File: config.mk
export PLATFORM = sky130hd
export DESIGN_NAME = multi_resonator_osc
export DESIGN_NICKNAME = d
export VERILOG_FILES = /design/src/rtl/osc_pkg.sv /design/src/rtl/osc_resonator_core.sv /design/src/rtl/multi_resonator_osc.sv
export SDC_FILE = /design/constraint.sdc
export NUM_CORES = 2
export LEC_CHECK = 0
export CAP_MARGIN = 10
export CORE_MARGIN = 2
export CORE_UTILIZATION = 30
export CTS_CLUSTER_SIZE = 16
export DETAILED_ROUTE_END_ITERATION = 10
export GPL_TIMING_DRIVEN = 0
export PLACE_DENSITY = 0.52
export SLEW_MARGIN = 10
export SYNTH_ARGS = -nofsm -noshare
export SYNTH_HDL_FRONTEND = slang
export SYNTH_SLANG_ARGS = --single-unit
export TNS_END_PERCENT = 100
File: constraint.sdc
create_clock -name Fg_clk -period 12.3 [get_ports Fg_clk]
set_clock_uncertainty 0.15 [all_clocks]
set_input_delay 2.46 -clock Fg_clk [delete_from_list [all_inputs] [get_ports Fg_clk]]
set_output_delay 2.46 -clock Fg_clk [all_outputs]
set_load 0.01 [all_outputs]
File: src/rtl/osc_pkg.sv
// Shared types and width helpers for the time-multiplexed resonator oscillator.
package osc_pkg;

  typedef enum logic [1:0] {
    ST_IDLE  = 2'd0,
    ST_CALC  = 2'd1,
    ST_WRITE = 2'd2,
    ST_DONE  = 2'd3
  } osc_state_e;

  localparam logic [2:0] MODE_SQR4 = 3'd4;
  localparam int         RES_GUARD = 3;

  function automatic int prod_w(input int w);
    return 2 * w;
  endfunction

  function automatic int res_w(input int w);
    return w + RES_GUARD;
  endfunction

endpackage

File: src/rtl/osc_resonator_core.sv
// Shared datapath: r = ((a*y1) >>> FRAC) - y2 with optional clamp, plus zero-crossing detect on y1.
module osc_resonator_core
  import osc_pkg::*;
#(
  parameter int W    = 32,
  parameter int FRAC = 29,
  parameter int ZCB  = 10,
  parameter int ZCB4 = 9,
  parameter int SAT  = 1
) (
  input  logic [W-1:0] a,
  input  logic [W-1:0] y1,
  input  logic [W-1:0] y2,
  input  logic [2:0]   Mode,
  output logic [W-1:0] r,
  output logic         zc
);
  localparam int PW = prod_w(W);
  localparam int RW = res_w(W);

  logic signed [PW-1:0] prod;
  logic signed [RW-1:0] p;
  logic signed [RW-1:0] diff;
  logic                 zc_n;
  logic                 zc_4;

  // With |a| < 4 the shifted product always fits in W+3 bits, so truncation is lossless.
  assign prod = $signed(a) * $signed(y1);
  assign p    = RW'(prod >>> FRAC);
  assign diff = p - $signed({{RES_GUARD{y2[W-1]}}, y2});

  always_comb begin
    r = diff[W-1:0];
    if (SAT != 0) begin
      if (diff[RW-1] && !(&diff[RW-2:W-1]))
        r = {1'b1, {(W-1){1'b0}}};
      else if (!diff[RW-1] && (|diff[RW-2:W-1]))
        r = {1'b0, {(W-1){1'b1}}};
    end
  end

  assign zc_n = (&y1[W-1 -: ZCB])  | ~(|y1[W-1 -: ZCB]);
  assign zc_4 = (&y1[W-1 -: ZCB4]) | ~(|y1[W-1 -: ZCB4]);
  assign zc   = (Mode == MODE_SQR4) ? zc_4 : zc_n;

endmodule

File: src/rtl/multi_resonator_osc.sv
// N-channel recursive sine generator: one shared core swept over per-channel state on each tick.
module multi_resonator_osc
  import osc_pkg::*;
#(
  parameter int           NCH   = 4,
  parameter int           W     = 32,
  parameter int           FRAC  = 29,
  parameter int           ZCB   = 10,
  parameter int           ZCB4  = 9,
  parameter logic [W-1:0] SEED2 = 'hAB,
  parameter int           SAT   = 1,
  localparam int          CW    = (NCH > 1) ? $clog2(NCH) : 1
) (
  input  logic           Fg_clk,
  input  logic           Reset,
  input  logic [2:0]     Mode,
  input  logic [NCH-1:0] ch_en,
  input  logic           tick,
  input  logic           cfg_valid,
  output logic           cfg_ready,
  input  logic [CW-1:0]  cfg_ch,
  input  logic           cfg_defer,
  input  logic [W-1:0]   cfg_init1,
  input  logic [W-1:0]   cfg_init2,
  output logic           out_valid,
  output logic [CW-1:0]  out_ch,
  output logic [W-1:0]   out_data,
  output logic           sweep_done,
  output logic           overrun
);
  osc_state_e state, state_nx;
  logic [CW-1:0]         ch;
  logic [NCH-1:0][W-1:0] y1, y2, a, pend1, pend2;
  logic [NCH-1:0]        waiting;
  logic [W-1:0]          r_nx, r_q, y1_new;
  logic                  zc_nx, zc_q, upd, cfg_acc;

  assign cfg_ready = (state == ST_IDLE);
  assign cfg_acc   = cfg_valid && cfg_ready;

  osc_resonator_core #(.W(W), .FRAC(FRAC), .ZCB(ZCB), .ZCB4(ZCB4), .SAT(SAT)) u_core (
    .a(a[ch]), .y1(y1[ch]), .y2(y2[ch]), .Mode(Mode), .r(r_nx), .zc(zc_nx)
  );

  always_comb begin
    state_nx = state;
    unique case (state)
      ST_IDLE:  if (tick) state_nx = ST_CALC;
      ST_CALC:  state_nx = ST_WRITE;
      ST_WRITE: state_nx = (ch == CW'(NCH-1)) ? ST_DONE : ST_CALC;
      ST_DONE:  state_nx = ST_IDLE;
      default:  state_nx = ST_IDLE;
    endcase
  end

  // A pending reload only lands on a zero crossing, keeping the output phase-continuous.
  always_comb begin
    upd    = zc_q && waiting[ch] && ch_en[ch];
    y1_new = r_q;
    if (upd) y1_new = y2[ch][W-1] ? pend1[ch] : -pend1[ch];
  end

  always_ff @(posedge Fg_clk) begin
    if (Reset) begin
      state      <= ST_IDLE;
      ch         <= '0;
      y1         <= '0;
      y2         <= '0;
      a          <= '0;
      pend1      <= '0;
      pend2      <= '0;
      waiting    <= '0;
      r_q        <= '0;
      zc_q       <= 1'b0;
      out_valid  <= 1'b0;
      out_ch     <= '0;
      out_data   <= '0;
      sweep_done <= 1'b0;
      overrun    <= 1'b0;
    end else begin
      state      <= state_nx;
      out_valid  <= 1'b0;
      sweep_done <= 1'b0;
      if (tick && state != ST_IDLE) overrun <= 1'b1;
      if (cfg_acc) begin
        if (cfg_defer) begin
          pend1[cfg_ch]   <= cfg_init1;
          pend2[cfg_ch]   <= cfg_init2;
          waiting[cfg_ch] <= 1'b1;
        end else begin
          y1[cfg_ch]      <= y2[cfg_ch][W-1] ? cfg_init1 : -cfg_init1;
          y2[cfg_ch]      <= SEED2;
          a[cfg_ch]       <= cfg_init2;
          waiting[cfg_ch] <= 1'b0;
        end
      end
      unique case (state)
        ST_IDLE: ch <= '0;
        ST_CALC: begin
          r_q  <= r_nx;
          zc_q <= zc_nx;
        end
        ST_WRITE: begin
          if (ch_en[ch]) begin
            if (upd) begin
              y2[ch]      <= SEED2;
              a[ch]       <= pend2[ch];
              waiting[ch] <= 1'b0;
            end else begin
              y2[ch] <= y1[ch];
            end
            y1[ch]    <= y1_new;
            out_valid <= 1'b1;
            out_ch    <= ch;
            out_data  <= y1_new;
          end
          ch <= ch + 1'b1;
        end
        ST_DONE: sweep_done <= 1'b1;
        default: ;
      endcase
    end
  end

endmodule
Word-level counts from Yosys, hierarchy flattened:

Index checks and enable logic that the tools add are counted.

* bitwise operators: 16
* add/sub/neg operators: 4
* equality and inequality tests: 6
* mux-type cells: 66
* $lt $le $gt $ge: 4
* reduce and logical (&&, ||, !) cells: 22
* $mul: 1

Operators with widths (count)
* $mux W128: 17
* $bwmux W128: 7
* $mux W32: 13
* $bmux W32 S2: 6
* $and A108 B108 Y108: 2
* $not A108 Y108: 2
* $demux W32 S2: 2
* $mul A32 B32 Y64: 1
* $neg A32 Y32: 2
* $or A20 B20 Y20: 2
* $sub A35 B32 Y35: 1
* $mux W4: 6
* $reduce_and A10 Y1: 1
* $reduce_or A10 Y1: 1
* $reduce_and A9 Y1: 1
* $reduce_or A9 Y1: 1
* $and A4 B4 Y4: 2
* $logic_and A1 B1 Y1: 8
* $not A4 Y4: 2
* $pmux W2 S4: 1
* $mux W1: 7
* $eq A2 B2 Y1 const B: 3
* $lt A2 B3 Y1 const B: 2
* $bmux W1 S2: 2
* 18 further kinds: 27

* output and inout port bits: 38
* word-level logic and storage cells: 149
* input port bits: 78
* flip-flop bits (word level): 718

Longest topological paths before layout:

* depth after elaboration: 13
* mapped depth: 54
* mapped depth without buffers: 42

Hierarchy:

A second synthesis with hierarchy kept.

* cell total of the unflattened synthesis: 7980
* area total of the unflattened synthesis: 70139.8 um^2

By module, submodules not included
* osc_resonator_core: instances 1, area an instance 37220.7 um^2, cells an instance 4017
* multi_resonator_osc: instances 1, area an instance 32919.1 um^2, cells an instance 3963

Least setup slack after synthesis:

OpenSTA, ideal clock, no wires.

* path type: register to register
* start point: reg ch[0]
* end point: reg r_q[5]
* period minus slack after synthesis: 12295 ps
* arrival: 12013 ps
* slack: 5 ps
* library setup time: 132 ps
* stages on the path, launching flop included: 48
* path through: dfxtp_1 -> buf_6 -> buf_6 -> buf_4 -> buf_4 -> buf_2 -> buf_2 -> clkbuf_1 -> mux2_2 -> o21ai_1 -> clkbuf_1 -> nor2_1 -> fa_1 -> fa_1 -> inv_1 -> fa_1 -> fa_1 -> inv_1 -> [12 not listed] -> a2111o_1 -> a211oi_2 -> o21ai_2 -> nand2b_2 -> a21oi_1 -> xnor2_1 -> ha_1 -> a21o_1 -> a21oi_1 -> o31ai_1 -> or3_1 -> a211oi_1 -> o21ai_0 -> a21oi_1 -> a22oi_4 -> buf_6 -> o211ai_1 -> a21oi_1

* cells in the longest elaborated chain, start to end: 8
* elaborated cells on any way between the ends: 16
* classes of those cells: 1 x add/sub; 1 x mul; 8 x mux; 6 x reduce/logical

Ends and longest elaborated chain
* start: declaration: RTL line multi_resonator_osc.sv:32 `logic [CW-1:0] ch;`
* start signal: assignment: RTL line multi_resonator_osc.sv:117 `ch <= ch + 1'b1;`
* $bmux W32 S2: RTL line multi_resonator_osc.sv:42 `.a(a[ch]), .y1(y1[ch]), .y2(y2[ch]), .Mode(Mode), .r(r_nx), .zc(zc_nx)`
* $mux W32 (implied by the code): RTL line multi_resonator_osc.sv:42
* $mul A32 B32 Y64: RTL line osc_resonator_core.sv:28 `assign prod = $signed(a) * $signed(y1);`
* $sub A35 B32 Y35 (*): RTL line osc_resonator_core.sv:30 `assign diff = p - $signed({{RES_GUARD{y2[W-1]}}, y2});`
* $reduce_or A3 Y1 (tied with other cells): RTL line osc_resonator_core.sv:37 `else if (!diff[RW-1] && (|diff[RW-2:W-1]))`
* $logic_and A1 B1 Y1 / $logic_not A1 Y1 (equally long branches): RTL line osc_resonator_core.sv:37, osc_resonator_core.sv:35
* $mux W32 / $logic_and A1 B1 Y1 (equally long branches): RTL line osc_resonator_core.sv:37, osc_resonator_core.sv:35
* $mux W32 (*): RTL line osc_resonator_core.sv:35 `if (diff[RW-1] && !(&diff[RW-2:W-1]))`
* end signal: assignment: RTL line multi_resonator_osc.sv:100 `r_q <= r_nx;`
* end: declaration: RTL line multi_resonator_osc.sv:35 `logic [W-1:0] r_nx, r_q, y1_new;`

Every way passes the cells marked *; elsewhere a longest branch is shown, timed or not. The select of a mux whose other input is x is not followed.
A chain may end at the register's enable or synchronous reset.

Worst setup path after layout:

* start point: reg ch[0]
* end point: reg r_q[13]

The elaborated chain is that of the path after synthesis.

==> summary.md <==
| Metric | Value |
|---|---|
| Multiplexer share of the synthesized area | `0.05455` |
| CTS max path bufs | `3` |
| CTS tree | `built` |
| Syn Nets | `9524` |
| Grt ovf | `0` |
| Commonest register cell after synthesis | `dfxtp_1` |
| First-pass GRT wire length | `457000 um` |
| Critical path's largest stage delay | `530 ps` |
| Max Slew Vio Count | `0` |
| Seq/Total Area, Yosys | `0.2070` |
| Main combinational cell family by area after synthesis | `adder cells` |
| Cell mode on critical path | `fa_1` |
| Commonest non-fill, non-tap cell in the layout | `nand2_1` |
| Reg2Reg Capture Point | `r_q[13]$_SDFFE_PP0N_` |
| Post-synth EDFFs | `0` |
| Combined area of the multi-input logic cells | `51000 um^2` |
| Reg area | `14380 um^2` |
| HP Start | `pend2[78]$_SDFFE_PP0P_` |
| GRT Total Usage | `0.2688` |
| Synth area leaders | `fa_1 (31%), dfxtp_1 (21%), nand2_1 (8.2%)` |
| Mapped Area | `69450 um^2` |
| Critical path class | `flip-flop to flip-flop` |
| Clock root buffer master | `clkbuf_16` |
| CP endpoint kind | `flip-flop` |
| Synth Area in Compound Gates | `0.1127` |
| Die X | `485.1 um` |
| Routed vias/inst | `5.400` |
| Critical Path AT | `12520 ps` |
| Clk Latency, worst-skew pair | `700 ps` |
| Post-Synth Simple-Gate Area | `0.1686` |
| Largest net degree at the start of global routing | `29` |
| Endpoints failing setup | `0` |
| Critical path's slowest cell | `mux4_2` |
| Cell taking the most area after synthesis | `fa_1` |
| Hold Vio Cnt, Final | `0` |
| Reg2reg start | `ch[0]$_SDFFE_PP0P_` |
| Static leakage | `0.03269 uW` |
| Pre-antenna DRT Iters | `6` |
| Share of cells above drive strength 1 | `0.1254` |
| Fmax | `82.32 MHz` |
| Post-DRT Antenna Nets | `0` |
| # DRC | `0` |
| Vias | `62547` |
| Setup crit start kind | `flip-flop` |
| Run status | `finished, final reports clean` |
| Power per cell area | `84.62 nW/um^2` |
| Max VDD drop | `0.09409 mV` |
| Clk slew on worst S/H paths | `70 ps` |
| Port bufs | `63` |
| Most frequent cells in the layout | `nand2_1 (1490), nor2_1 (1156), fa_1 (1051)` |
| Row count | `176` |
| Antenna violations before repair | `19` |
| HPWL after DPL | `253200 um` |
| Core Area | `230100 um^2` |
| Htree depth | `3` |
| Synth top area share | `0.3119` |
| FF-to-FF path depth | `48` |
| CTS buffer count | `75` |
| Vias in the first global route | `62482` |
| Crit path time final | `12150 ps` |
| Adder-Cell Fraction of Synth Area | `0.3515` |
| Fin util | `0.3574` |
| Wire per inst | `27.79 um` |
| Least-Margin Pin Slew | `1399 ps` |
| Io pins | `116` |
| Hold Path End | `pend2[78]$_SDFFE_PP0P_` |
| Clock sink count | `718` |
| Die Ht | `485.1 um` |
| Die Area | `235400 um^2` |
| TNS Setup | `0 ps` |
| Critical Path RT | `12680 ps` |
| Xor/xnor share of the synthesized area | `0.01715` |
| Worst Hold Path Cells | `2` |
| Yosys cell types | `82` |
| R2R Setup Slk | `150 ps` |
| Drt initial violations | `7226` |
| Avg Cell Area, Syn | `8.528 um^2` |
| Final worst-path cycle share | `0.9877` |
| Post-synth ARST share | `0` |
| Initial Util | `0.3018` |
| Global placement routability congestion | `0.9846` |
| Total power | `6959 uW` |
| Synth-to-layout area growth | `18.42%` |
| HP Class | `flip-flop to flip-flop` |
| Slew headroom | `0.06713` |
| Ys Warns | `0` |
| Nets@finish | `9873` |
| Filler cells | `23503` |
| CP max FO | `10` |
| Total Wirelength | `321800 um` |
| Yosys reg bits | `718` |
| Max_cap viols | `0` |
| Min Hold Slack | `303.0 ps` |
| Post-Syn Instances | `8144` |
-- per-layer routing --
layer  GRT usage  up-vias  wire length (um)
li1            -    26615                 -
met1      0.3619    31664            128400
met2      0.4079     3555            139700
met3     0.05937      691             34940
met4      0.1293       22             18670
met5           0        -               141
-- through the flow --
step | setup slack (ps) | std cells | area (um^2)
5_1_grt | -69.25 | 11577 | 82230
3_5_place_dp | -5522 | 11263 | 74380
2_1_floorplan | 4.711 | 8144 | 69450
3_3_place_gp | -5924 | 11233 | 73870
6_report | 151.9 | 11582 | 82240
4_1_cts | 0.7079 | 11474 | 80180
-- sequential cells by signal, summed over array words and instances, names as in the netlist, 2 cells and up --
signal / count
state: 2
out_ch: 2
ch: 2
r_q: 32
pend1: 128
out_data: 32
pend2: 128
a: 128
y2: 128
y1: 128
waiting: 4
-- layout make-up --
type | count | area share
multi-input cells | 5836 | 0.6202
flip-flops and latches | 718 | 0.1748
inverters | 1009 | 0.04617
well taps | 3026 | 0.04604
plain buffers | 555 | 0.04529
repair buffers | 298 | 0.03759
clock buffers | 105 | 0.02542
clock inverters | 30 | 0.004321
diodes | 5 | 0.0001521
-- where the power goes --
group	total (uW)	internal [uW]	switching (uW)	leakage, uW
clock	2390	1320	1070	0.00121
sequential	2440	2390	47.6	0.00580
combinational	2120	733	1390	0.0257
total	6960	4450	2510	0.0327
-- logic make-up after synthesis --
family,Yosys count
buffers and inverters,1590
xor gates and xnor gates,136
DFF,718
muxes,234
and+or+nand+nor,2963
adders and majority gates,1302
AOI/OAI and AO/OA,1201
-- cell usage after synthesis, drive strengths merged, types with 28 or more instances --
| cell | n |
|---|---|
| a2111oi | 56 |
| a211oi | 43 |
| a21o | 45 |
| a21oi | 470 |
| a221oi | 28 |
| a311oi | 134 |
| a31oi | 101 |
| and2 | 40 |
| buf | 98 |
| clkbuf | 483 |
| dfxtp | 718 |
| fa | 1082 |
| ha | 220 |
| inv | 1009 |
| mux2 | 60 |
| mux2i | 65 |
| mux4 | 109 |
| nand2 | 1516 |
| nand3 | 31 |
| nor2 | 1171 |
| nor3 | 99 |
| o211ai | 38 |
| o21a | 61 |
| o21ai | 122 |
| xnor2 | 91 |
| xor2 | 45 |
-- how the worst max path moves through the flow --
stage                           end  slack, ps          startpoint
2_1_floorplan   r_q[5]$_SDFFE_PP0N_          5  ch[0]$_SDFFE_PP0P_
3_3_place_gp   r_q[18]$_SDFFE_PP0N_      -5920  ch[0]$_SDFFE_PP0P_
3_5_place_dp   r_q[13]$_SDFFE_PP0N_      -5520  ch[0]$_SDFFE_PP0P_
4_1_cts        r_q[22]$_SDFFE_PP0N_        0.7  ch[0]$_SDFFE_PP0P_
5_1_grt        r_q[13]$_SDFFE_PP0N_        -70  ch[0]$_SDFFE_PP0P_
6_report       r_q[13]$_SDFFE_PP0N_        150  ch[0]$_SDFFE_PP0P_
-- worst max-delay path: cells and delay by family (launching register included) --
family | cells | cell delay, ps
AO/OA/AOI/OAI | 11 | 1720
buffers and inverters | 16 | 1910
adder cells (fa/ha/maj) | 11 | 4560
AND/OR/NAND/NOR | 7 | 2080
multiplexers | 1 | 530
XOR/XNOR | 2 | 540
flip-flops | 1 | 410
-- what timing repair did --
action | CTS | global route
hold buffers | 0 | 0
hold endpoints to repair | 0 | 0
endpoints found under the setup margin | 32 | 32
cloned | 2 | 7
gates resized for setup | 655 | 327
pin swaps | 48 | 116
buffers inserted | 91 | 106
No activity file was read; power rests on OpenSTA's default activity.
